**src/rtl/spi_pkg.sv**
```systemverilog
// Shared SPI definitions: receiver FSM states and the default word width,
// common to the SPI transmitter and receiver.
package spi_pkg;

    localparam int SPI_DATA_W = 8;

    typedef enum logic {
        SPI_RX_IDLE,
        SPI_RX_RECV
    } spi_rx_state_e;

endpackage

```
**src/rtl/spi_sync.sv**
```systemverilog
// N-stage flop synchronizer for one asynchronous input, with a selectable reset value.
module spi_sync #(
    parameter int   STAGES    = 2,
    parameter logic RESET_VAL = 1'b0
) (
    input  logic clk_i,
    input  logic rst_ni,
    input  logic d_i,
    output logic q_o
);

    logic [STAGES-1:0] sync_q;

    always_ff @(posedge clk_i or negedge rst_ni) begin
        if (!rst_ni) begin
            sync_q <= {STAGES{RESET_VAL}};
        end else begin
            sync_q <= {sync_q[STAGES-2:0], d_i};
        end
    end

    assign q_o = sync_q[STAGES-1];

endmodule

```
**src/rtl/spi_rx_slave.sv**
```systemverilog
// SPI slave receiver: oversamples sclk/cs/mosi, shifts in words MSB-first and
// hands them out on a valid/ready port. Define SPI_RX_FRAME_ERR_EN to report cs aborts.
module spi_rx_slave
    import spi_pkg::*;
#(
    parameter int DATA_W      = SPI_DATA_W,
    parameter int SYNC_STAGES = 2
) (
    input  logic              clk,
    input  logic              rst,
    input  logic              sclk,
    input  logic              cs,
    input  logic              mosi,
    output logic [DATA_W-1:0] rx_data,
    output logic              rx_valid,
    input  logic              rx_ready,
    output logic              rx_overrun,
    output logic              rx_frame_err,
    output logic              busy
);

    localparam int              CNT_W    = $clog2(DATA_W);
    localparam logic [CNT_W-1:0] LAST_BIT = CNT_W'(DATA_W - 1);

    logic s_sclk, s_cs, s_mosi;
    logic sclk_d_q, sclk_rise;
    logic [1:0] rise_q, mosi_q;

    spi_rx_state_e     state_q, state_d;
    logic [DATA_W-2:0] shift_q, shift_d;
    logic [DATA_W-1:0] word;
    logic [CNT_W-1:0]  cnt_q, cnt_d;
    logic [DATA_W-1:0] rx_data_q, rx_data_d;
    logic              rx_valid_q, rx_valid_d;
    logic              overrun_q, overrun_d;
    logic              frame_err_d;

    spi_sync #(.STAGES(SYNC_STAGES), .RESET_VAL(1'b0)) u_sync_sclk (
        .clk_i(clk), .rst_ni(rst), .d_i(sclk), .q_o(s_sclk)
    );
    spi_sync #(.STAGES(SYNC_STAGES), .RESET_VAL(1'b1)) u_sync_cs (
        .clk_i(clk), .rst_ni(rst), .d_i(cs), .q_o(s_cs)
    );
    spi_sync #(.STAGES(SYNC_STAGES), .RESET_VAL(1'b0)) u_sync_mosi (
        .clk_i(clk), .rst_ni(rst), .d_i(mosi), .q_o(s_mosi)
    );

    assign sclk_rise = s_sclk & ~sclk_d_q;

    // Edge and data travel together through two extra stages, so a word lands
    // SYNC_STAGES+2 clocks after its last sclk rise is first sampled.
    always_ff @(posedge clk or negedge rst) begin
        if (!rst) begin
            sclk_d_q <= 1'b0;
            rise_q   <= '0;
            mosi_q   <= '0;
        end else begin
            sclk_d_q <= s_sclk;
            rise_q   <= {rise_q[0], sclk_rise};
            mosi_q   <= {mosi_q[0], s_mosi};
        end
    end

    assign word = {shift_q, mosi_q[1]};

    always_comb begin
        state_d     = state_q;
        shift_d     = shift_q;
        cnt_d       = cnt_q;
        rx_data_d   = rx_data_q;
        rx_valid_d  = rx_valid_q & ~rx_ready;
        overrun_d   = 1'b0;
        frame_err_d = 1'b0;
        case (state_q)
            SPI_RX_IDLE: begin
                if (!s_cs) begin
                    state_d = SPI_RX_RECV;
                    shift_d = '0;
                    cnt_d   = '0;
                end
            end
            SPI_RX_RECV: begin
                if (s_cs) begin
                    state_d     = SPI_RX_IDLE;
                    cnt_d       = '0;
                    frame_err_d = (cnt_q != '0);
                end else if (rise_q[1]) begin
                    shift_d = word[DATA_W-2:0];
                    if (cnt_q == LAST_BIT) begin
                        cnt_d      = '0;
                        rx_data_d  = word;
                        rx_valid_d = 1'b1;
                        overrun_d  = rx_valid_q & ~rx_ready;
                    end else begin
                        cnt_d = cnt_q + CNT_W'(1);
                    end
                end
            end
        endcase
    end

    always_ff @(posedge clk or negedge rst) begin
        if (!rst) begin
            state_q    <= SPI_RX_IDLE;
            shift_q    <= '0;
            cnt_q      <= '0;
            rx_data_q  <= '0;
            rx_valid_q <= 1'b0;
            overrun_q  <= 1'b0;
        end else begin
            state_q    <= state_d;
            shift_q    <= shift_d;
            cnt_q      <= cnt_d;
            rx_data_q  <= rx_data_d;
            rx_valid_q <= rx_valid_d;
            overrun_q  <= overrun_d;
        end
    end

`ifdef SPI_RX_FRAME_ERR_EN
    logic frame_err_q;

    always_ff @(posedge clk or negedge rst) begin
        if (!rst) begin
            frame_err_q <= 1'b0;
        end else begin
            frame_err_q <= frame_err_d;
        end
    end

    assign rx_frame_err = frame_err_q;
`else
    logic unused_frame_err;

    assign unused_frame_err = frame_err_d;
    assign rx_frame_err     = 1'b0;
`endif

    assign rx_data    = rx_data_q;
    assign rx_valid   = rx_valid_q;
    assign rx_overrun = overrun_q;
    assign busy       = (state_q == SPI_RX_RECV);

endmodule

```
**config.mk**
```make
export PLATFORM = sky130hd
export DESIGN_NAME = spi_rx_slave
export DESIGN_NICKNAME = d
export VERILOG_FILES = /design/src/rtl/spi_pkg.sv /design/src/rtl/spi_sync.sv /design/src/rtl/spi_rx_slave.sv
export SDC_FILE = /design/constraint.sdc
export NUM_CORES = 1
export LEC_CHECK = 0
export CAP_MARGIN = 15
export CORE_MARGIN = 5
export CORE_UTILIZATION = 46
export CTS_CLUSTER_SIZE = 16
export DETAILED_ROUTE_END_ITERATION = 8
export GPL_TIMING_DRIVEN = 0
export PLACE_DENSITY = 0.72
export SLEW_MARGIN = 10
export SYNTH_ARGS = -nofsm -noshare
export SYNTH_HDL_FRONTEND = slang
export SYNTH_SLANG_ARGS = --single-unit
```
**constraint.sdc**
```tcl
create_clock -name clk -period 1.5 [get_ports clk]
set_input_delay 0.375 -clock clk [delete_from_list [all_inputs] [get_ports clk]]
set_output_delay 0.375 -clock clk [all_outputs]
set_load 0.05 [all_outputs]
```
==> summary.txt, run 1 <==
Async SR Flop Fraction -> 100%
Layout Utilization -> 58.8%
XOR/XNOR Fraction of Synth Area -> 0%
Period utilisation layout -> 98.0%
Most frequent cell after synthesis -> dfrtp_1
Setup slack after layout -> 0.0307 ns
Vias in the first global route -> 755
CP max-delay cell -> dfrtp_1
Worst Path Required -> 1.71 ns
CP top delay family -> flip-flops
Row count -> 18
Cells along the critical path -> ha_1, ha_2, nand4_4, mux2_2
Seq cells post-synth -> 32
Outcome -> completed
Layout cells sized above 1 -> 30.4%
DR vias -> 727
Fin crit period -> 1.47 ns
LEAKAGE -> 0.703 nW
Largest net degree at the start of global routing -> 33
Post-synth EDFFs -> 0
Die ar. -> 3680 µm²
RSZ-0062 raised after global routing -> true
DP Area -> 1370 µm²
Initial antenna violation count -> 0
WL/cell -> 13.3 µm
Drt pass-1 iters -> 4
Crit end category -> flop
Fin. Hold Viols -> 0
Initial DRC Count -> 25
Main combinational cell family by area after synthesis -> simple AND/OR/NAND/NOR gates
Post-synth top area share -> 63.6%
Antenna viol nets, final -> 0
Fillcell total -> 213
CTS max path bufs -> 2
Slew headroom -> 55.0%
Dominant synthesized flop cell -> dfrtp_1
Max Slew Vio Count -> 0
Number of port buffers -> 16
Inserted Clock Buffers -> 5
Compound-Gate Fraction of Synth Area -> 5.51%
Simple-gate area share of the yosys netlist -> 12.0%
Overflow after GRT -> 0
Worst-path clk slew -> 0.09 ns
Sequential area share after synthesis -> 68.1%
Area of the multi-input gates -> 348 µm²
Num Clock Sinks -> 32
CP max stage delay -> 0.42 ns
Synth area leaders -> dfrtp_1 (64%), mux2_2 (7.6%), dfstp_2 (4.5%), o21ai_0 (3.8%), nand2_1 (3.8%)
Setup violators final -> 0
Netlist cell types -> 22
Crit path DAT -> 1.68 ns
Setup crit start kind -> flop
TritonCTS clock tree -> yes
Clk_lat worst skew -> 0.32 ns
GRT Overall Usage -> 13.0%
Yosys top cell by area -> dfrtp_1
Maximum vdd drop -> 0.000813 V
Buf+Inv Stages, Crit Path -> 0
Slew of the pin with the lowest slew margin -> 0.675 ns
Final Wtd Congestion -> 0.752
Die Wd -> 60.6 µm
Pre-CTS WS -> -0.133 ns
Yosys warning count -> 0
Top Ports -> 18
Multiplexer share of the synthesized area -> 9.33%
# DRC -> 0
Reg-to-reg setup timing slack -> 0.03 ns
Final Cell Area -> 1440 µm²
Syn avg cell area -> 13.4 µm²
Synth Area in Adders -> 2.12%
DP Cell Count -> 134
Synthesized instance count -> 88
Initial cell density of the core -> 48.1%
Routed vias/inst -> 5.12
R2R depth -> 4
Hold buffers post-CTS -> 0
Clock skew -> 0.00544 ns
Critical path depth -> 4
Core Box Area -> 2450 µm²
Post-Syn Area -> 1180 µm²
List of most frequent post-synthesis cells -> dfrtp_1 (30), nand2_1 (12), o21ai_0 (9)
Setup repair bufs after CTS -> 0
Fmax -> 0.681 GHz
Final #Nets -> 119
Synthesized Nets -> 96
Crit-path max FO -> 10
Hold Crit Class -> in -> async
Layout area overhead -> 22.4%
CP Class -> reg -> reg
CTS Root Buffer Type -> clkbuf_4
H-Tree Depth -> 2
Post-Route WL -> 1.88 mm
N_diodes -> 0
Final std cells w/o fill -> 142
Pwr dens -> 1020 nW/µm²
Register Area -> 803 µm²
First-pass GRT wire length -> 3.31 mm
DP HPWL -> 1.33 mm
Die span in y -> 60.6 µm
Max-cap violations -> 0
==> timing repair <==
action | 4_1_cts | 5_1_grt
endpoints found under the setup margin | 19 | 8
pin swaps | 1 | 0
resized for setup | 36 | 1
==> cells by family after synthesis <==
family | count (synthesis)
DFF | 32
and+or+nand+nor | 26
AOI/OAI and AO/OA | 12
muxes | 10
buffers and inverters | 5
adders and majority gates | 2
other | 1
==> area by class of cell <==
class	instances	area share, %
clock buffers	8	4.07
inverters	1	0.260
flip-flops and latches	32	55.6
multi-input cells	51	24.1
well taps	30	2.60
repair buffers	16	11.4
plain buffers	4	1.91
==> power by group <==
part           total (W)  internal [W]  switching [W]
clock           0.000494      0.000231       0.000264
combinational  0.0000779     0.0000271      0.0000508
sequential      0.000896      0.000885      0.0000113
total            0.00147       0.00114       0.000326
==> stage by stage <==
stage	hold slack, ns	total power [W]	setup TNS [ns]
floorplan	0.0794	0.000952	0
global placement	0.332	0.000991	-14.81
detailed placement	0.336	0.000994	-0.248
CTS	0.0826	0.00150	0
global route	0.112	0.00156	-0.0666
finish	0.0781	0.00147	0
==> state kept, by name (all words and copies together) (netlist names), 2 cells and up <==
register,flops
shift_q,7
cnt_q,3
mosi_q,2
u_sync_cs.sync_q,2
rise_q,2
u_sync_mosi.sync_q,2
u_sync_sclk.sync_q,2
rx_data,8
==> final timing paths <==
| path | startpoint | end |
|---|---|---|
| hold reg to reg | u_sync_mosi.sync_q[1] | mosi_q[0] |
| setup reg to reg | cnt_q[0] | rx_data[1] |
| max in group asynchronous | rst | rx_data[0] |
| hold / removal | rst | rx_data[2] |
| min in group clk | u_sync_mosi.sync_q[1] | mosi_q[0] |
| setup / recovery | cnt_q[0] | rx_data[1] |
==> layout by cell type, fill, tap and decap left out <==
master            n
buf_2             2
dfstp_2           2
nor2b_1           2
mux2_2            8
o22ai_1           2
clkdlybuf4s15_2  10
buf_6             1
nand2b_1          1
inv_2             1
clkbuf_1          3
nor2_1            1
and2b_1           2
clkdlybuf4s50_1   4
mux2i_1           2
o21ai_0           9
nor3b_1           1
buf_4             1
ha_1              1
o211ai_1          1
nand2_1          12
dfrtp_1          30
ha_2              1
nand3_1           6
conb_1            1
nand4_4           1
clkbuf_4          6
clkbuf_8          1
==> layer usage <==
| metal | share of wire, % | up-vias | global-route usage [%] |
|---|---|---|---|
| met2 | 46 | 21 | 19.1 |
| li1 | - | 346 | - |
| met3 | 7.3 | 6 | 6.38 |
| met5 | 0 | - | 0 |
| met4 | 2.9 | 0 | 7.43 |
| met1 | 44 | 354 | 15.5 |
==> worst reg2reg max path, stage by stage, from the launching register on <==
cell and delay (ns):
dfrtp_1 0.42, ha_1 0.21, ha_2 0.19, nand4_4 0.17, mux2_2 0.36
Power figures use the tool's default switching activity.
==> inputs of run 2 (changes only) <==
- clock period: 1.5 -> 1.3 ns (I/O delays scaled with it)
==> run 2 against run 1 <==
Net effect: the flow now finishes with violations (negative setup slack); clock power rose by 4.7%; critical endpoint is now rx_data[6]; total power increased by 12%; critical path depth unchanged; utilization rose by 2.2 points; non-clock buffer count grew 5; flip-flop and latch count stayed put; wire length grew 6.8%; cell count is 4.2% higher; worst hold slack lost 0.053 ns; clock skew is 0.0011 ns higher; critical path type unchanged.
==> summary.txt, run 2 (synthesis results as in run 1) <==
Slew of the pin with the lowest slew margin -> 0.684 ns
Setup crit start kind -> flop
Worst-path clk slew -> 0.09 ns
Final #Nets -> 125
Max-cap violations -> 0
Final TNS setup -> -0.0898 ns
N_diodes -> 0
Period utilisation layout -> 102%
Most frequent cells in the layout -> dfrtp_1 (29), nand2_1 (12), clkbuf_4 (12)
Fin crit period -> 1.32 ns
Crit path DAT -> 1.54 ns
Drt pass-1 iters -> 2
Fillcell total -> 197
RSZ-0062 raised after global routing -> true
Slew headroom -> 54.4%
Hold Crit Class -> in -> async
Largest net degree at the start of global routing -> 33
TritonCTS clock tree -> yes
Largest register FFs -> 8
CTS Root Buffer Type -> clkbuf_4
H-Tree Depth -> 2
Clock skew -> 0.00652 ns
Violated checks -> negative setup slack
Leading cell type in the layout, fill and taps excluded -> dfrtp_1
Area of the multi-input gates -> 412 µm²
Die span in y -> 60.6 µm
Sw Pwr -> 0.000378 W
Inserted Clock Buffers -> 5
GRT Overall Usage -> 13.5%
First-pass GRT wire length -> 3.50 mm
WL/cell -> 13.6 µm
Fin. Hold Viols -> 0
CP Class -> reg -> reg
DP HPWL -> 1.32 mm
Top Ports -> 18
Clock network power share -> 31.3%
Register Area -> 805 µm²
Crit end category -> flop
Layout cells sized above 1 -> 35.6%
DP Cell Count -> 134
Die Wd -> 60.6 µm
Post-Route WL -> 2.01 mm
Hold WS -> 0.0255 ns
Row count -> 18
Clk_lat worst skew -> 0.33 ns
Setup violators final -> 5
Maximum vdd drop -> 0.000992 V
Overflow after GRT -> 0
Comb power frac -> 6.2%
R2R depth -> 4
FF-to-FF Start -> cnt_q[1]
Routed vias/inst -> 4.97
Die ar. -> 3680 µm²
Sw frac -> 22.9%
Initial cell density of the core -> 48.1%
Max Slew Vio Count -> 0
Pwr dens -> 1100 nW/µm²
Worst Path Required -> 1.52 ns
CTS max path bufs -> 2
Initial DRC Count -> 17
Core Box Area -> 2450 µm²
Fmax -> 0.756 GHz
Layout area overhead -> 26.9%
Initial antenna violation count -> 0
Outcome -> finished with violations
Antenna viol nets, final -> 0
Worst r2r dst -> rx_data[6]
# DRC -> 0
Final std cells w/o fill -> 148
Sequential power share -> 62.5%
Setup slack after layout -> -0.0229 ns
Design internal power -> 0.00127 W
Number of port buffers -> 16
Vias in the first global route -> 797
LEAKAGE -> 0.769 nW
Crit-path max FO -> 5
Reg-to-reg setup timing slack -> -0.02 ns
Final Wtd Congestion -> 0.699
Hold buffers post-CTS -> 0
Num Clock Sinks -> 32
DR vias -> 735
[run 2: cell types whose count changed in the layout (fill, tap and decap cells not counted), sizes merged]
cell / change
buf: +9
nand4: +1
clkdlybuf4s15: -10
clkbuf: +6
[run 2: worst max-delay path by stage]
stage	to	startpoint	slack (ns)
finish	rx_data[6]	cnt_q[1]	-0.02
floorplan	rx_data[0]	cnt_q[0]	-0.05
CTS	rx_data[1]	cnt_q[1]	-0.06
global placement	busy	rst	-0.70
global route	rx_data[6]	cnt_q[1]	-0.07
detailed placement	busy	busy	-0.24
[run 2: layer usage]
layer	wire, µm	share of wire, %	vias up	track usage [%]
met5	0	0	-	0
met4	54	2.7	0	7.74
met3	156	7.8	5	7.02
met2	920	46	20	20.5
met1	879	44	350	15.3
li1	-	-	360	-
[run 2: power by group through the flow]
stage / logic, W / registers [W] / clock network [W]
6_report: 0.000102 / 0.00103 / 0.000517
5_1_grt: 0.000116 / 0.00104 / 0.000585
4_1_cts: 0.0000970 / 0.00104 / 0.000545
3_5_place_dp: 0.0000923 / 0.00105 / 0
3_3_place_gp: 0.0000900 / 0.00105 / 0
2_1_floorplan: 0.0000426 / 0.00106 / 0
[run 2: area by class of cell]
| type | count | share of cell area, % |
|---|---|---|
| sequential | 32 | 53.7 |
| multi-input combinational | 52 | 27.5 |
| timing repair buffer | 21 | 10.9 |
| clock buffer | 8 | 3.26 |
| tap | 30 | 2.51 |
| buffer | 4 | 1.92 |
| inverter | 1 | 0.251 |
[run 2: metrics by stage]
stage                     util, %  setup WS (ns)  instance area (µm²)  total power, W
after floorplan                 -        -0.0484                 1230         0.00110
after global placement       58.0         -0.703                 1420         0.00114
after detailed placement     57.8         -0.243                 1420         0.00115
after CTS                    59.2        -0.0556                 1450         0.00168
after global routing         61.0        -0.0719                 1500         0.00174
final                        61.0        -0.0229                 1500         0.00165
[run 2: timing repair]
item,CTS,global route
resized for setup,57,12
setup buffers,3,2
setup endpoints to repair,19,22
pin swaps,1,0
cloned,1,0
[run 2: worst max-delay path: stages (launching register included)]
cell	delay, ns
dfrtp_1	0.37
ha_2	0.19
ha_4	0.17
nand4_4	0.15
mux2_4	0.34
